[src/rtl/m_timer.sv]
// Memory-mapped down-counting timer with one-shot (level) or periodic (pulse) interrupt.
// Registers: 0=CTRL {IM,MODE[1:0],EN}, 1=PRESET, 2=COUNT (read-only), 3=reserved.
module m_timer #(
    parameter int unsigned CNT_W = 32
) (
    input  logic        clk,
    input  logic        reset,
    input  logic [1:0]  addr,
    input  logic        we,
    input  logic [31:0] din,
    output logic [31:0] dout,
    output logic        irq
);

    typedef enum logic [1:0] {StIdle, StLoad, StCnt, StInt} state_e;

    state_e           state_q;
    logic [3:0]       ctrl_q;
    logic [CNT_W-1:0] preset_q;
    logic [CNT_W-1:0] count_q;
    logic             irq_flag_q;

    logic en;
    logic periodic;
    logic ctrl_wr;
    logic preset_wr;

    assign en        = ctrl_q[0];
    assign periodic  = (ctrl_q[2:1] == 2'd1);
    assign ctrl_wr   = we && (addr == 2'd0);
    assign preset_wr = we && (addr == 2'd1);

    // FSM decisions use the registered CTRL, so a write this edge takes effect next edge.
    always_ff @(posedge clk or posedge reset) begin
        if (reset) begin
            state_q    <= StIdle;
            ctrl_q     <= 4'd0;
            preset_q   <= '0;
            count_q    <= '0;
            irq_flag_q <= 1'b0;
        end else begin
            if (preset_wr) begin
                preset_q <= din[CNT_W-1:0];
            end
            // Placed before the FSM so a same-edge hardware set of the flag wins.
            if (ctrl_wr) begin
                irq_flag_q <= 1'b0;
            end

            unique case (state_q)
                StIdle: begin
                    if (en) begin
                        state_q <= StLoad;
                    end
                end
                StLoad: begin
                    count_q <= preset_q;
                    state_q <= en ? StCnt : StIdle;
                end
                StCnt: begin
                    if (!en) begin
                        state_q <= StIdle;
                    end else if (count_q <= CNT_W'(1)) begin
                        count_q    <= '0;
                        irq_flag_q <= 1'b1;
                        state_q    <= StInt;
                    end else begin
                        count_q <= count_q - CNT_W'(1);
                    end
                end
                StInt: begin
                    if (periodic) begin
                        irq_flag_q <= 1'b0;
                        state_q    <= StLoad;
                    end else begin
                        ctrl_q[0] <= 1'b0;
                        state_q   <= StIdle;
                    end
                end
                default: state_q <= StIdle;
            endcase

            // Placed after the FSM so a software write overrides the hardware EN clear.
            if (ctrl_wr) begin
                ctrl_q <= din[3:0];
            end
        end
    end

    always_comb begin
        dout = 32'd0;
        unique case (addr)
            2'd0:    dout = {28'd0, ctrl_q};
            2'd1:    dout = 32'(preset_q);
            2'd2:    dout = 32'(count_q);
            default: dout = 32'd0;
        endcase
    end

    assign irq = irq_flag_q & ctrl_q[3];

endmodule

[config.mk]
export PLATFORM = sky130hd
export DESIGN_NAME = m_timer
export DESIGN_NICKNAME = d
export VERILOG_FILES = /design/src/rtl/m_timer.sv
export SDC_FILE = /design/constraint.sdc
export NUM_CORES = 1
export LEC_CHECK = 0
export CAP_MARGIN = 10
export CORE_ASPECT_RATIO = 0.75
export CORE_UTILIZATION = 55
export CTS_CLUSTER_SIZE = 24
export DETAILED_ROUTE_END_ITERATION = 12
export PLACE_DENSITY = 0.92
export SYNTH_ARGS = -nofsm -noshare
export SYNTH_HDL_FRONTEND = slang
export SYNTH_SLANG_ARGS = --single-unit
[constraint.sdc]
create_clock -name clk -period 5.1 [get_ports clk]
set_input_delay 1.02 -clock clk [delete_from_list [all_inputs] [get_ports clk]]
set_output_delay 1.02 -clock clk [all_outputs]
set_load 0.01 [all_outputs]
### Word level (Yosys, flattened, before mapping)

Cells that the tools add are included.

| storage, ports and cells | value |
|---|---|
| bits in registers | 71 |
| output and inout port bits | 33 |
| word-level logic and storage cells | 46 |

| cells by class | value |
|---|---|
| reduce and logical (&&, ||, !) cells | 9 |
| add/subtract/negate cells | 1 |
| mux-type cells | 18 |
| equality and inequality tests | 10 |
| order comparisons | 1 |
| bitwise operators | 1 |

Operator list:

| operator | number |
|---|---|
| $pmux 32 s3 | 1 |
| $mux 32 | 2 |
| $pmux 32 s2 | 1 |
| $le 32x1->1 const B | 1 |
| $sub 32x1->32 const B | 1 |
| $mux 1 | 8 |
| $mux 2 | 4 |
| $pmux 2 s4 | 1 |
| $eq 2x1->1 const B | 3 |
| $eq 2x2->1 const B | 3 |
| $reduce_and 2->1 | 3 |
| $logic_not 2->1 | 2 |
| $ne 2x2->1 const B | 2 |
| $reduce_bool 2->1 | 2 |
| $ne 3x3->1 const B | 1 |
| $logic_and 1x1->1 | 2 |
| $ne 2x1->1 const B | 1 |
| $pmux 1 s2 | 1 |
| $and 1x1->1 | 1 |

### Depth between registers and ports, before layout

Gate-level depths: netlist of run 1.

| depth | value |
|---|---|
| depth after elaboration | 6 |
| depth in mapped cells | 8 |
| gate-level depth less buffers | 7 |

### Worst setup path before layout of run 1

Ideal clock, no wire load.

| path | value |
|---|---|
| path kind | input to output |
| from | input port addr[0] |
| to | output port dout[13] |
| arrival time | 2.284 ns |
| path slack | 1.796 ns |
| buffers on the path | 3 |
| stages | 5 |
| cells stage by stage | clkbuf_1 nor2b_1 clkbuf_1 buf_1 a22o_1 |

| on the way | value |
|---|---|
| cells in the longest elaborated chain, start to end | 2 |
| elaborated cells between the ends (all ways) | 4 |
| classes of those cells | eq/ne: 2; mux: 1; reduce/logical: 1 |

RTL lines:

| element | RTL line | source |
|---|---|---|
| from (decl) | 8 | `input logic [1:0] addr,` |
| $eq 2x2->1, or another cell as far along | 92 | `unique case (addr)` |
| $pmux 32 s3 (*) | 92 |  |
| to (decl) | 11 | `output logic [31:0] dout,` |

Every way passes the cells marked *; elsewhere a longest branch is shown, timed or not.

### Worst setup path after layout of run 1

| path | value |
|---|---|
| from | input port addr[0] |
| to | output port dout[18] |

Same word-level chain as after synthesis.

==> results.md, run 1 <==
- DP HPWL: 7471 um
- Routed Wire Length: 11,070 um
- Leak pwr: 1.957 nW
- Syn nets: 434
- Synth Warn #: 0
- Avg WL per Cell: 19.84 um
- Ys async rst share: 100.0%
- Final setup violation count: 0
- Max-Cap Viols: 0
- Pwr Density: 459.2 nW/um^2
- Diodes inserted: 0
- Die H: 75.87 um
- Ports: 70
- Final ANT Viol Nets: 0
- CTS resizes: 0
- Top cell type's share of synthesized area: 44.40%
- Site Rows: 26
- Post-synthesis sequential area ratio: 44.40%
- Top cell type by total area after synthesis: dfrtp_1
- Area Overhead vs Synth: 24.23%
- First-pass GRT wire length: 17,680 um
- Tot Pwr: 2.283 mW
- Peak VDD IR: 0.0002664 V
- Critical Path Fanout Max: 29
- Maximum clock path buffer count: 2
- Initial DRC count: 353
- Crit share post-route: 78.78%
- Place WS: 1.115 ns
- Critical Path Start Type: input pin
- Synthesized cell area: 4001 sq um
- Latest clock arrival within the worst-skew pair: 0.36 ns
- Worst clock skew: 0.01082 ns
- Overall routing resource usage: 30.85%
- # DRC: 0
- Final core occ: 71.74%
- PortBufs: 69
- Die area: 7624 sq um
- Via Count: 3,732
- Nets: 494
- Die width: 100.5 um
- EDFF count, synth: 0
- Avg Synthesized Cell Area: 10.13 sq um
- Worst Setup End Kind: output port
- Post-route setup slack: 1.082 ns
- CP arrival: 3.00 ns
- Placer Congestion: 0.8974
- Post-Synthesis Cells: 395
- Worst endpoint required time: 4.08 ns
- Initial antenna violation count: 0
- Number of vias per cell: 6.688
- Reg clk slew, reported paths: 0.07 ns
- Fmax: 248.9 MHz
- Final-report max-slew violation count: 0
- Layout cell share with drive strength beyond 1: 16.30%
- Min cycle time layout: 4.018 ns
- H-tree levels: 3
- Clock sink total: 71
- RSZ-0062 raised after global routing: false
- Synth area leaders: dfrtp_1 (44%), mux2_2 (9.6%), a22o_1 (6.3%)
- Relative slew slack: 21.28%
- CTS hold repair buffers: 0
- Synthesized flop and latch total: 71
- TritonCTS buffer count: 9
- Worst R2R Setup Slack: 2.13 ns
- Tightest Pin Transition: 1.178 ns
- Most common library cells after synthesis: dfrtp_1 (71), mux2_2 (34), a22o_1 (29)
- Fin. Hold Viols: 0
- Main flop type after synthesis: dfrtp_1
- Post-CTS Setup Repair Bufs: 0
- Most frequent cell after synthesis: dfrtp_1
- Core area: 6929 sq um
- CTS tree: done
- Status: completed
- Final setup TNS: 0 ns
- Vias in the first global route: 3,470
- Starting density of the core: 57.75%
- Post-synth cell types: 50
- Hold Path Class: reg2reg
- Crit path kind: in2out
- Clock root cell: clkbuf_8
- Largest net degree at the start of global routing: 38
- Global route overflow: 0
- DR pass1 iterations: 5
## final timing paths
path,from,to,cells after the start
worst min register to register,preset_q[23],count_q[23],2
max in group asynchronous,reset,count_q[7],3
worst max-delay path,addr[0],dout[18],5
worst max register to register,count_q[16],count_q[29],5
min in group asynchronous,reset,preset_q[29],2
worst min-delay path,preset_q[23],count_q[23],2
## cells by family after synthesis
family	count (synthesis)	share of synthesized area, %
multiplexers	38	10.57
buffers and inverters	35	3.283
flip-flops	71	44.40
AND/OR/NAND/NOR	133	19.23
AO/OA/AOI/OAI	116	21.89
adder cells (fa/ha/maj)	2	0.6253
## registers in the layout (all words and copies together) (netlist names)
register / count
count_q: 32
ctrl_q: 4
irq_flag_q: 1
preset_q: 32
state_q: 2
## per-stage QoR
| step | instances | area [sq um] | hold slack (ns) |
|---|---|---|---|
| 4_1_cts | 558 | 4971 | 0.5380 |
| 3_3_place_gp | 542 | 4773 | 0.5032 |
| 5_1_grt | 558 | 4971 | 0.5579 |
| 2_1_floorplan | 395 | 4001 | 0.4631 |
| 3_5_place_dp | 542 | 4773 | 0.5188 |
| 6_report | 558 | 4971 | 0.5357 |
## final cells by class
cell class,count,area (sq um)
Multi-Input combinational cell,289,2101
Inverter,8,30.03
Tap cell,98,122.6
Clock inverter,6,60.06
Sequential cell,71,1777
Timing Repair Buffer,76,743.2
Fill cell,524,1958
Clock buffer,10,137.6
## critical path, stage by stage
cell             delay, ns
clkdlybuf4s50_1       0.68
nor2b_2               0.21
buf_4                 0.34
a22o_1                0.21
clkdlybuf4s50_1       0.53
## metal layers
| layer | wire length, um | vias up | track usage (%) |
|---|---|---|---|
| li1 | - | 1683 | - |
| met1 | 4632 | 1805 | 42.71 |
| met2 | 5158 | 227 | 48.25 |
| met3 | 1129 | 17 | 7.706 |
| met4 | 153 | 0 | 10.14 |
| met5 | 0 | - | 0 |
## cells in the final DEF (no fill, tap or decap), types with 3 or more instances in the layout
master	instances
a21oi_1	10
a221o_1	3
a22o_1	29
a22oi_1	18
a31oi_1	3
and3_1	6
buf_4	7
clkbuf_8	10
clkdlybuf4s50_1	69
clkinv_2	3
dfrtp_1	71
inv_1	7
mux2_2	34
mux2i_1	4
nand2_1	22
nand2b_1	3
nand3_1	23
nand4_1	7
nor2_1	11
nor2b_1	5
nor3_1	6
nor4_1	11
o211ai_1	14
o21ai_0	16
o311ai_0	9
or3_1	7
or3_2	3
or4_1	10
or4_4	3
## power by group
group	switching, mW	leakage [nW]	internal [mW]
combinational	0.419	0.996	0.395
sequential	0.274	0.863	0.743
clock	0.216	0.0981	0.236
total	0.909	1.96	1.37
(Power assumes the default switching activity.)
==> run 2, diff against run 1 <==
--- a/config.mk
+++ b/config.mk
@@ -7,10 +7,10 @@
 export LEC_CHECK = 0
 export CAP_MARGIN = 10
 export CORE_ASPECT_RATIO = 0.75
-export CORE_UTILIZATION = 55
+export CORE_UTILIZATION = 53
 export CTS_CLUSTER_SIZE = 24
 export DETAILED_ROUTE_END_ITERATION = 12
-export PLACE_DENSITY = 0.92
+export PLACE_DENSITY = 0.89
 export SYNTH_ARGS = -nofsm -noshare
 export SYNTH_HDL_FRONTEND = slang
 export SYNTH_SLANG_ARGS = --single-unit
==> constraint.sdc (replaced) <==
create_clock -name clk -period 3.75 [get_ports clk]
set_input_delay 0.75 -clock clk [delete_from_list [all_inputs] [get_ports clk]]
set_output_delay 0.75 -clock clk [all_outputs]
set_load 0.01 [all_outputs]
==> run 2 against run 1 <==
Critical path depth stayed put. Wire length is 1.5% lower. Final area is 2.0% higher. Count of clock-buffer cells in the layout is 3 higher. Global-route usage is 0.83 points lower. Critical endpoint is now dout[15]. Largest cell class unchanged. Largest power group unchanged.
==> results.md, run 2 (synthesized netlist as in run 1, its figures left out) <==
- Int Pwr: 1.977 mW (+44%)
- Switching power: 1.218 mW (+34%)
- Critical Path Start Type: input pin
- Maximum clock path buffer count: 2 (unchanged)
- TritonCTS buffer count: 9 (unchanged)
- Worst clock skew: 0.007650 ns (-0.003170 ns)
- Fin. Hold Viols: 0 (unchanged)
- H-tree levels: 3 (unchanged)
- Commonest non-fill, non-tap cell in the layout: dfrtp_1
- Worst Setup End Kind: output port
- Critical-path cell list: clkdlybuf4s50_1 > nor2b_2 > buf_12 > a22o_1 > clkdlybuf4s50_1
- Post-CTS Setup Repair Bufs: 0 (unchanged)
- Layout cell share with drive strength beyond 1: 16.59% (+0.29 points)
- Leak pwr: 2.005 nW (+2.4%)
- Peak VDD IR: 0.0003698 V (+39%)
- Initial DRC count: 330 (-6.5%)
- CTS resizes: 0 (unchanged)
- Latest clock arrival within the worst-skew pair: 0.35 ns (about the same)
- Most frequent cell on the critical path: clkdlybuf4s50_1
- Site Rows: 27 (+3.8%)
- Placer Congestion: 0.9016 (+0.47%)
- Die H: 77.25 um (+1.8%)
- Area Overhead vs Synth: 26.67%
- Final ANT Viol Nets: 0 (unchanged)
- CP max stage cell: clkdlybuf4s50_1
- Tot Pwr: 3.195 mW (+40%)
- DP HPWL: 7406 um (-0.87%)
- Global route overflow: 0 (unchanged)
- Min cycle time layout: 3.403 ns
- Starting density of the core: 54.58% (-3.2 points)
- First-pass GRT wire length: 18,150 um (+2.7%)
- Sequential share of power: 43.3% (-1.2 points)
- Die width: 102.3 um (+1.8%)
- Final setup TNS: 0 ns (unchanged)
- Largest net degree at the start of global routing: 38 (unchanged)
- CTS hold repair buffers: 0 (unchanged)
- Relative slew slack: 40.43% (+19 points)
- Place WS: 0.3769 ns (-0.7380 ns)
- Diodes inserted: 0 (unchanged)
- Hold Path Class: reg2reg
- Nets: 498 (+0.81%)
- Logic pwr share: 35.1% (-0.5 points)
- CP arrival: 2.65 ns (-0.35 ns)
- Fmax: 293.8 MHz
- Avg WL per Cell: 19.30 um (-2.7%)
- Worst endpoint required time: 3.00 ns (-1.08 ns)
- Ports: 70 (unchanged)
- Switching share of power: 38.12% (-1.7 points)
- CTS tree: done
- Clock root cell: clkbuf_8
- Crit path kind: in2out
- Crit-path max cell delay: 0.68 ns (about the same)
- Final-report max-slew violation count: 0 (unchanged)
- Tightest Pin Transition: 0.8854 ns (-0.2931 ns)
- Largest regs: count_q (32), preset_q (32), ctrl_q (4)
- Routed Wire Length: 10,910 um (-1.5%)
- Status: completed
- Pwr Density: 630.3 nW/um^2 (+37%)
- Crit share post-route: 90.75%
- Core area: 7331 sq um (+5.8%)
- Critical Path Fanout Max: 29 (unchanged)
- Number of vias per cell: 6.676 (-0.18%)
- Reg clk slew, reported paths: 0.07 ns (about the same)
- # DRC: 0 (unchanged)
- Clock sink total: 71 (unchanged)
- Most frequent cells in the layout: dfrtp_1 (71), clkdlybuf4s50_1 (69), mux2_2 (34)
- PortBufs: 69 (unchanged)
- Die area: 7905 sq um (+3.7%)
- Post-route setup slack: 0.3467 ns (-0.7353 ns)
- RSZ-0062 raised after global routing: false
- Fillers: 590 (+13%)
- Initial antenna violation count: 0 (unchanged)
- Clock power share: 21.6% (+1.8 points)
- DR pass1 iterations: 5 (unchanged)
- Via Count: 3,772 (+1.1%)
- Overall routing resource usage: 30.02% (-0.83 points)
- Final setup violation count: 0 (unchanged)
- Vias in the first global route: 3,625 (+4.5%)
- Max-Cap Viols: 0 (unchanged)
-- run 2: changes by cell type in the layout (fill, tap and decap cells not counted), moves of 2 or more --
cell        previous run  this run
clkinv_2               3         1
buf_12                 0         3
clkbuf_1               0         2
clkinvlp_4             2         0
-- run 2: routing by layer --
| layer | vias up | routed length, um | global-route usage [%] |
|---|---|---|---|
| met5 | - | 0 | 0 |
| met4 | 0 | 223 | 10.29 |
| met3 | 27 | 917 | 6.746 |
| met1 | 1853 | 4829 | 42.68 |
| li1 | 1682 | - | - |
| met2 | 210 | 4934 | 45.03 |
-- run 2: layout make-up --
| class | count | area [sq um] | area share (%) |
|---|---|---|---|
| Multi-Input combinational cell | 289 | 2101 | 41.45 |
| Sequential cell | 71 | 1777 | 35.05 |
| Timing Repair Buffer | 80 | 810.8 | 16.00 |
| Clock buffer | 13 | 158.9 | 3.135 |
| Tap cell | 101 | 126.4 | 2.493 |
| Clock inverter | 3 | 65.06 | 1.284 |
| Inverter | 8 | 30.03 | 0.5924 |
-- run 2: final timing paths --
kind	cells past startpoint	slack (ns)	startpoint	end
max in group asynchronous	3	2.23	reset	preset_q[8]
worst min register to register	2	0.53	preset_q[23]	count_q[23]
worst max register to register	5	0.92	count_q[22]	count_q[29]
min in group asynchronous	2	0.86	reset	preset_q[30]
worst min-delay path	2	0.53	preset_q[23]	count_q[23]
worst max-delay path	5	0.35	addr[0]	dout[15]
-- run 2: power groups by stage --
stage               logic, mW  registers (mW)  clock network, mW
floorplan               0.785            1.24                  0
global placement         1.07            1.36                  0
detailed placement       1.10            1.38                  0
CTS                      1.11            1.36              0.698
global route             1.23            1.42              0.739
finish                   1.12            1.38              0.691
-- run 2: stage by stage --
step / hold slack, ns / util [%] / cell area (sq um) / std cells
3_3_place_gp: 0.5024 / 66.09 / 4845 / 549
4_1_cts: 0.5288 / 69.14 / 5069 / 565
2_1_floorplan: 0.4631 / - / 4001 / 395
6_report: 0.5256 / 69.14 / 5069 / 565
3_5_place_dp: 0.5155 / 66.09 / 4845 / 549
5_1_grt: 0.5642 / 69.14 / 5069 / 565
-- run 2: worst max-delay path, delay by kind of cell --
family                 cells  cell delay [ns]
and+or+nand+nor            1             0.26
AOI/OAI and AO/OA          1             0.20
buffers and inverters      3             1.44
